`config.mk`:
```
export PLATFORM = sky130hd
export DESIGN_NAME = mbist_march_ctrl
export DESIGN_NICKNAME = d
export VERILOG_FILES = /design/src/rtl/mbist_march_ctrl.sv
export SDC_FILE = /design/constraint.sdc
export NUM_CORES = 1
export LEC_CHECK = 0
export ABC_AREA = 1
export BUFFER_PORTS_ARGS = -buffer_cell sky130_fd_sc_hd__buf_2
export CORE_MARGIN = 2
export CORE_UTILIZATION = 56
export DETAILED_ROUTE_END_ITERATION = 16
export PLACE_DENSITY = 0.82
export SYNTH_ARGS = -nofsm -noshare
export SYNTH_HDL_FRONTEND = slang
export SYNTH_SLANG_ARGS = --single-unit
```
`constraint.sdc`:
```
create_clock -name clk -period 2.6 [get_ports clk]
set_clock_uncertainty 0.1 [all_clocks]
set_input_delay 0.26 -clock clk [delete_from_list [all_inputs] [get_ports clk]]
set_output_delay 0.26 -clock clk [all_outputs]
set_load 0.01 [all_outputs]
```
`src/rtl/mbist_march_ctrl.sv`:
```
// mbist_march_ctrl
//   Sequences a March test of NUM_ELEMS elements for the BIST wrapper. Each
//   element reloads the address/pattern counters (ld), then runs them until
//   the address counter reports terminal count (cout) with the memory mux held
//   in test mode (NbarT). Comparator mismatches (err) set a sticky fail flag
//   and bump a saturating counter; with STOP_ON_FAIL=1 the first err ends the
//   run.
//
// Ports
//   clk       in   system clock, rising edge
//   rst       in   asynchronous reset, active low
//   start     in   run request (honoured in IDLE and DONE only)
//   cout      in   address counter terminal count for the current element
//   err       in   comparator mismatch for the current access
//   ld        out  load/reload address and pattern counters
//   NbarT     out  memory mux select, 0 = normal, 1 = test
//   elem_idx  out  current March element, drives the pattern generator
//   busy      out  run in progress (LOAD or TEST)
//   done      out  run complete, held until the next start
//   fail      out  sticky: at least one err in the current or last run
//   fail_cnt  out  number of err cycles, saturating at all-ones
//
// state | meaning
// ------+------------------------------------------------------------
// IDLE  | out of reset, waiting for start; counters held in load
// LOAD  | one-cycle reload of the counters for the current element
// TEST  | element running; watching err and cout
// DONE  | run finished; elem_idx, fail and fail_cnt held for readout

package mbist_march_pkg;
  typedef enum logic [1:0] {
    IDLE = 2'd0,
    LOAD = 2'd1,
    TEST = 2'd2,
    DONE = 2'd3
  } march_state_t;
endpackage

module mbist_march_ctrl
  import mbist_march_pkg::*;
#(
  parameter int NUM_ELEMS    = 6,
  parameter int ELEM_W       = (NUM_ELEMS > 1) ? $clog2(NUM_ELEMS) : 1,
  parameter int STOP_ON_FAIL = 1,
  parameter int FAIL_CNT_W   = 8
) (
  input  logic                  clk,
  input  logic                  rst,
  input  logic                  start,
  input  logic                  cout,
  input  logic                  err,
  output logic                  ld,
  output logic                  NbarT,
  output logic [ELEM_W-1:0]     elem_idx,
  output logic                  busy,
  output logic                  done,
  output logic                  fail,
  output logic [FAIL_CNT_W-1:0] fail_cnt
);

  localparam logic [ELEM_W-1:0]     LAST_ELEM = ELEM_W'(NUM_ELEMS - 1);
  localparam logic [FAIL_CNT_W-1:0] FAIL_MAX  = '1;
  localparam logic                  STOP_EN   = (STOP_ON_FAIL != 0);

  march_state_t          state;
  march_state_t          state_nxt;
  logic [ELEM_W-1:0]     elem_nxt;
  logic                  fail_nxt;
  logic [FAIL_CNT_W-1:0] cnt_nxt;

  // Next-state and datapath decisions. The err update is applied before the
  // cout decision so a mismatch on the last access of an element is always
  // counted, and a stopping err wins over a simultaneous cout.
  always_comb begin
    state_nxt = state;
    elem_nxt  = elem_idx;
    fail_nxt  = fail;
    cnt_nxt   = fail_cnt;

    case (state)
      IDLE, DONE: begin
        if (start) begin
          state_nxt = LOAD;
          elem_nxt  = '0;
          fail_nxt  = 1'b0;
          cnt_nxt   = '0;
        end
      end

      LOAD: begin
        state_nxt = TEST;
      end

      TEST: begin
        if (err) begin
          fail_nxt = 1'b1;
          if (fail_cnt != FAIL_MAX) begin
            cnt_nxt = fail_cnt + FAIL_CNT_W'(1);
          end
        end

        if (err && STOP_EN) begin
          state_nxt = DONE;
        end else if (cout) begin
          if (elem_idx == LAST_ELEM) begin
            state_nxt = DONE;
          end else begin
            state_nxt = LOAD;
            elem_nxt  = elem_idx + ELEM_W'(1);
          end
        end
      end

      default: begin
        state_nxt = IDLE;
      end
    endcase
  end

  // Outputs are registered from the next state so they are clean flop outputs
  // yet always match the Moore decode of the current state.
  always_ff @(posedge clk or negedge rst) begin
    if (!rst) begin
      state    <= IDLE;
      elem_idx <= '0;
      fail     <= 1'b0;
      fail_cnt <= '0;
      ld       <= 1'b1;
      NbarT    <= 1'b0;
      busy     <= 1'b0;
      done     <= 1'b0;
    end else begin
      state    <= state_nxt;
      elem_idx <= elem_nxt;
      fail     <= fail_nxt;
      fail_cnt <= cnt_nxt;
      ld       <= (state_nxt != TEST);
      NbarT    <= (state_nxt == LOAD) || (state_nxt == TEST);
      busy     <= (state_nxt == LOAD) || (state_nxt == TEST);
      done     <= (state_nxt == DONE);
    end
  end

endmodule
```
### After elaboration in Yosys (flattened, before gate mapping)

Cells that the tools add are included.

| operators by class | value |
|---|---|
| $add $sub $neg | 2 |
| eq/ne operators | 15 |
| muxes and demuxes | 17 |
| reduce and logical (&&, ||, !) cells | 7 |

Operators by type and width:

| operator | count |
|---|---|
| $mux 8 | 3 |
| $pmux 8 s2 | 1 |
| $ne 2x2->1 const B | 7 |
| $mux 3 | 4 |
| $add 8x1->8 const B | 1 |
| $eq 2x2->1 const B | 4 |
| $mux 2 | 4 |
| $ne 8x8->1 const B | 1 |
| $pmux 2 s3 | 1 |
| $pmux 3 s2 | 1 |
| $reduce_and 5->1 | 1 |
| $eq 2x1->1 const B | 2 |
| $reduce_and 4->1 | 1 |
| $add 3x1->3 const B | 1 |
| $eq 3x3->1 const B | 1 |
| $reduce_and 3->1 | 1 |
| $logic_not 2->1 | 1 |
| $mux 1 | 2 |
| $pmux 1 s2 | 1 |
| $reduce_bool 2->1 | 1 |
| $reduce_or 2->1 | 1 |
| $logic_or 1x1->1 | 1 |

| word-level totals | value |
|---|---|
| register bits | 17 |
| output and inout port bits | 16 |
| word-level logic and storage cells | 48 |

### Longest topological paths before layout

Gate-level depths: netlist of the first run.

| logic depth | value |
|---|---|
| depth after elaboration | 7 |
| depth in mapped cells | 10 |
| depth with buffers taken out | 10 |

### Least setup slack after synthesis of the first run

OpenSTA, ideal clock, no wires.

| path | value |
|---|---|
| kind | reg-to-reg |
| from | reg state[0] |
| to | reg busy |
| setup time | 0.063 ns |
| arrival | 1.486 ns |
| path slack | 0.951 ns |
| stages on the path, launching flop included | 10 |
| path buffers | 0 |
| clock period less this slack | 1.649 ns |
| cell sequence | dfrtp_1 inv_1 ha_1 inv_1 nand2_1 nand2_1 inv_1 a21boi_2 ha_1 inv_1 |

| on the way | value |
|---|---|
| longest elaborated chain between the ends | 5 |

RTL lines:

| what | line | source |
|---|---|---|
| start: declaration | 65 | `march_state_t state;` |
| start signal: assignment | 133 | `state <= state_nxt;` |
| $eq 2x2->1, or another cell as far along | 80 | `case (state)` |
| $reduce_or 2->1 or $mux 2 (tied branches) | 80, 102 |  |
| $pmux 2 s3 (*) | 80 |  |
| $eq 2x1->1 or $eq 2x2->1 (tied branches) | 139 | `busy <= (state_nxt == LOAD) \|\| (state_nxt == TEST);` |
| $logic_or 1x1->1 (*) | 139 |  |
| end signal: assignment | 139 |  |
| end: declaration | 55 | `output logic busy,` |

Mark *: on every way between the ends. The rest lies on a longest branch, timed or not.
A chain may end at the register's enable or synchronous reset.

### Worst setup path in the final report of the first run

Same ends and word-level chain as after synthesis.

==> results.yml, run 1 <==
outcome:
  outcome: "finished clean"
cts:
  cts_sinks: 17
  cts_buffers: 3
  root_buffer: "clkbuf_4"
  cts.repair.resized: 0
  cts_buffer_depth: 2
  cts.clk_slew.worst_paths_ns: 0.09
  htreeDepth: 1
  hold_buffers: 1
  insertion_delay_ns: 0.28
  post_cts_buffers: 0
  cts_tree: "done"
sta:
  period_needed_ns: 1.93
  slew_headroom_pct: 72.8
  max_freq_mhz: 519
  setup_violations: 0
  setup_ws_ns: 0.674
  drv_slew: 0
  hold_viol: 0
  setup_tns_ns: 0
  period_share_pct: 74.1
  worst_pin_slew_ns: 0.409
  grt_setup_unrepaired: "false"
setup_path:
  endpoint_kind: "flop"
  worst_ep_required_time_ns: 2.68
  critPathLaunchType: "flop"
  critical_path_class: "flop to flop"
  crit_fanout: 11
  cp.arrival_ns: 2.01
  regToRegStartpoint: "state[0]"
  regToRegSetupSlack_ns: 0.67
  startpoint: "state[0]"
  r2r.worst_path.cells: 9
  rr_endpoint: "busy"
pwr:
  p_per_area_nw_per_um2: 991
  intPower_w: 0.000598
  power.net_switching_w: 0.000526
  swShare_pct: 46.8
  ir_drop_uv: 629
  seq_power_share_pct: 33.4
  p_clk_share_pct: 12.2
  leakage_nw: 0.639
  pwr-share-comb_pct: 54.5
global_route:
  grt_pass1_wl_um: 3050
  grt-ovfl-total: 0
  first_global_vias: 795
  antenna_found_initial: 0
  grt_max_degree: 18
  track_usage_pct: 19.8
placed_design:
  place.gp.congestion: 0.883
  dp_slack_ns: 0.689
  place_area_um2: 1100
  numPortBuffers: 20
  hpwl_um: 1450
logic_synthesis:
  avgSynthCellArea_um2: 8.04
  syn-cell-area_um2: 997
  synth_seq_cells: 17
  synth_nets: 135
  synth_cell_type_count: 21
  synth-seq-area-share_pct: 42.8
  synth-warning-count: 0
  netlist_instances: 124
cells_and_area:
  final_common_cell: "nand2_1"
  synthToLayoutAreaGrowth_pct: 13.8
  finalInstanceArea_um2: 1130
  diodes: 0
  fin_nets: 158
  layout-drive-gt1-share_pct: 25.3
  final_cell_mix: "nand2_1, inv_1, buf_2"
min_path:
  worstHoldEndpoint: "state[1]"
  hp-start: "start"
  min_path_type: "input port to flop"
  holdPathStages: 4
drt:
  wire_per_inst_um: 10.7
  num_vias: 851
  drtPass1Iterations: 4
  ant_nets: 0
  routed_wl_um: 1830
  vias_per_cell: 4.98
  drt_iter0_markers: 8
  drc_errors: 0
die:
  dieArea_um2: 2130
  fp.dieW_um: 46.2
  fp.coreArea_um2: 1710
  io_pins: 21
  die_y_um: 46.2
  start_util_pct: 58.4
  num_rows: 15
run:
  maxCapViolCount: 0
==> state kept, by name, summed over array words and instances (netlist names) <==
signal    count
ld            1
fail          1
done          1
busy          1
state         2
fail_cnt      8
elem_idx      3
==> power by group through the flow <==
stage | sequential, W | combinational [W] | clock, W
2_1_floorplan | 0.000400 | 0.000489 | 0
3_3_place_gp | 0.000378 | 0.000582 | 0
3_5_place_dp | 0.000382 | 0.000614 | 0
4_1_cts | 0.000376 | 0.000620 | 0.000145
5_1_grt | 0.000386 | 0.000690 | 0.000153
6_report | 0.000375 | 0.000612 | 0.000137
==> cell usage after synthesis (all sizes together) <==
cell type	instances	share of area (%)
nand3	12	6.5
ha	6	7.5
nand2	35	14
nand3b	1	0.75
dfstp	1	2.6
o21bai	1	0.75
buf	3	3.0
a21boi	1	1.1
inv	23	8.7
o21ai	10	6.5
a21oi	4	2.0
dfrtp	16	40
nor2	9	4.4
xor2	2	1.8
==> worst max-delay path: stages (launching register included) <==
cell and delay, ns:
dfrtp_1 0.40, inv_1 0.07, ha_1 0.40, inv_2 0.09, nand2_1 0.09, nand2_1 0.10
inv_1 0.15, a21boi_2 0.09, ha_1 0.29, inv_1 0.04
==> layer usage <==
metal / global-route usage (%) / part of all wire (%) / up-vias
met2: 36.4 / 52 / 13
met4: 8.57 / 1.3 / 0
li1: - / - / 425
met3: 2.35 / 2.7 / 4
met5: 0 / 0 / -
met1: 22.4 / 44 / 409
==> final cells by class <==
cell class | count | area [um^2]
Multi-Input combinational cell | 81 | 454
Inverter | 23 | 86.3
Tap cell | 25 | 31.3
Timing Repair Buffer | 21 | 110
Fill cell | 146 | 573
Clock buffer | 4 | 26.3
Sequential cell | 17 | 427
==> logic make-up (layout without fill, tap and decap cells) <==
kind of cell	Yosys count	count (layout)	synth area share [%]
simple gates	57	57	25.8
compound gates	16	16	10.4
buf+inv	26	48	11.7
fa+ha+maj	6	6	7.53
xor+xnor	2	2	1.76
flops	17	17	42.8
==> stage by stage <==
stage / total power, W / utilization [%] / instances / hold WS [ns]
CTS: 0.00114 / 66.4 / 171 / 0.233
global route: 0.00123 / 66.4 / 171 / 0.236
finish: 0.00112 / 66.4 / 171 / 0.231
floorplan: 0.000889 / - / 124 / -0.136
detailed placement: 0.000996 / 64.3 / 166 / 0.104
global placement: 0.000959 / 64.3 / 166 / 0.0970
==> worst max path at each step <==
stage | endpoint | slack [ns] | cells after the start
finish | busy | 0.67 | 9
global route | busy | 0.57 | 9
CTS | busy | 0.68 | 9
detailed placement | busy | 0.69 | 9
global placement | busy | 0.79 | 9
floorplan | busy | 0.95 | 9
(Power assumes the default switching activity.)
==> inputs of run 2 (changes only) <==
--- a/config.mk
+++ b/config.mk
@@ -8,9 +8,9 @@
 export ABC_AREA = 1
 export BUFFER_PORTS_ARGS = -buffer_cell sky130_fd_sc_hd__buf_2
 export CORE_MARGIN = 2
-export CORE_UTILIZATION = 56
+export CORE_UTILIZATION = 47
 export DETAILED_ROUTE_END_ITERATION = 16
-export PLACE_DENSITY = 0.82
+export PLACE_DENSITY = 0.73
 export SYNTH_ARGS = -nofsm -noshare
 export SYNTH_HDL_FRONTEND = slang
 export SYNTH_SLANG_ARGS = --single-unit
==> constraint.sdc (replaced) <==
create_clock -name clk -period 1.6 [get_ports clk]
set_clock_uncertainty 0.1 [all_clocks]
set_input_delay 0.16 -clock clk [delete_from_list [all_inputs] [get_ports clk]]
set_output_delay 0.16 -clock clk [all_outputs]
set_load 0.01 [all_outputs]
==> run 2 against run 1 <==
  * Global-route usage fell by 2.0 points
  * Sequential power rose by 61%
  * Design area rose by 11%
  * Utilization fell by 2.9 points
  * Via count rose by 0.82%
  * Wire length rose by 6.9%
  * Combinational power rose by 130%
  * Sequential share of layout area fell by 3.7 points
  * First-iteration DRC count rose by 13%
  * Non-clock buffer count rose by 10
  * Final cell count rose by 7.0%
  * Critical path type unchanged
  * Critical endpoint unchanged
  * Largest power group unchanged
==> results.yml, run 2 (synthesis results as in run 1) <==
outcome:
  outcome: "finished clean"
drt:
  drtPass1Iterations: 4
  drt_iter0_markers: 9
  vias_per_cell: 4.69
  drc_errors: 0
  wire_per_inst_um: 10.7
  num_vias: 858
  routed_wl_um: 1950
  ant_nets: 0
placed_design:
  dp_slack_ns: 0.0285
  dp.cells: 175
  hpwl_um: 1430
  numPortBuffers: 20
  place.gp.congestion: 0.790
  place_area_um2: 1170
sta:
  period_needed_ns: 1.58
  drv_slew: 0
  grt_setup_unrepaired: "true"
  max_freq_mhz: 633
  setup_tns_ns: 0
  period_share_pct: 98.7
  setup_violations: 0
  hold_viol: 0
  slew_headroom_pct: 74.0
  worst_pin_slew_ns: 0.390
  setup_ws_ns: 0.0205
die:
  start_util_pct: 50.3
  die_y_um: 50.1
  fp.coreArea_um2: 1980
  fp.dieW_um: 50.1
  num_rows: 16
  dieArea_um2: 2510
  io_pins: 21
global_route:
  grt-ovfl-total: 0
  track_usage_pct: 17.8
  met3_usage_pct: 3.64
  grt.met2_usage_pct: 28.9
  top_usage_layer: "met2"
  first_global_vias: 825
  grt_max_degree: 18
  global_route.usage.met1_pct: 21.1
  antenna_found_initial: 0
  grt_pass1_wl_um: 3300
cells_and_area:
  final_cell_mix: "nand2_1, buf_2, inv_1"
  final_common_cell: "nand2_1"
  top_register: "fail_cnt"
  fin_nets: 168
  diodes: 0
  synthToLayoutAreaGrowth_pct: 26.3
  reg_top3: "fail_cnt (8), elem_idx (3), state (2)"
  layoutNonFillerInstCount: 183
  largest_register_ffs: 8
  layout-drive-gt1-share_pct: 37.8
  finalInstanceArea_um2: 1260
setup_path:
  critPathLaunchType: "flop"
  cp.arrival_ns: 1.71
  critical_path_class: "flop to flop"
  rr_endpoint: "busy"
  critical_path.endpoint: "busy"
  r2r.worst_path.cells: 9
  worst_ep_required_time_ns: 1.74
  crit_fanout: 3
  regToRegSetupSlack_ns: 0.02
  regToRegStartpoint: "state[0]"
  startpoint: "state[0]"
  endpoint_kind: "flop"
cts:
  cts_tree: "done"
  cts.clk_slew.worst_paths_ns: 0.09
  cts_sinks: 17
  insertion_delay_ns: 0.29
  cts_buffers: 3
  htreeDepth: 1
  cts_buffer_depth: 2
  root_buffer: "clkbuf_4"
pwr:
  p_per_area_nw_per_um2: 1770
  ir_drop_uv: 1510
  leakage_nw: 0.692
  p_total_w: 0.00223
run:
  maxCapViolCount: 0
min_path:
  min_path_type: "input port to flop"
==> run 2: cell types whose count changed in the layout (fill, tap and decap cells not counted), sizes merged <==
| cell | delta |
|---|---|
| buf | +10 |
==> run 2: layout make-up <==
| cell class | count | area [um^2] |
|---|---|---|
| Sequential cell | 17 | 427 |
| Timing Repair Buffer | 31 | 185 |
| Fill cell | 166 | 722 |
| Clock buffer | 4 | 26.3 |
| Tap cell | 27 | 33.8 |
| Inverter | 23 | 86.3 |
| Multi-Input combinational cell | 81 | 502 |
==> run 2: worst min-delay path by stage <==
stage                        to  from  slack [ns]  cells past startpoint
floorplan                  busy   rst       -0.24                      0
global placement    fail_cnt[1]   rst      -0.002                      1
detailed placement  fail_cnt[2]   rst       0.006                      1
CTS                        fail   err        0.09                      3
global route               fail   err        0.10                      3
finish                     fail   err        0.08                      3
==> run 2: power breakdown <==
group          internal [W]  switching [W]  leakage [nW]
Sequential         0.000547      0.0000542         0.223
Clock             0.0000970       0.000127        0.0150
Combinational      0.000612       0.000793         0.454
Total               0.00126       0.000974         0.692
==> run 2: through the flow <==
step	hold WS (ns)	util, %
after global placement	-0.00242	59.0
final	0.0824	63.6
after global routing	0.103	63.6
after detailed placement	0.00609	59.0
after floorplan	-0.236	-
after CTS	0.0852	60.8
==> run 2: timing repair <==
item | in CTS | in global routing
endpoints found under the setup margin | 0 | 13
buffers inserted | 0 | 3
hold endpoints to repair | 17 | 0
gates resized for setup | 0 | 12
hold buffers | 1 | 0
==> run 2: per-layer routing <==
layer | up-vias | part of all wire [%]
met1 | 392 | 46
met3 | 5 | 2.9
met4 | 0 | 2.5
met2 | 17 | 49
met5 | - | 0
li1 | 444 | -
==> run 2: critical path, stage by stage (launching register included) <==
cell      delay (ns)
dfrtp_1         0.40
inv_2           0.08
ha_4            0.20
inv_2           0.07
nand2_1         0.08
nand2_2         0.10
inv_2           0.05
a21boi_2        0.15
ha_1            0.25
inv_1           0.06
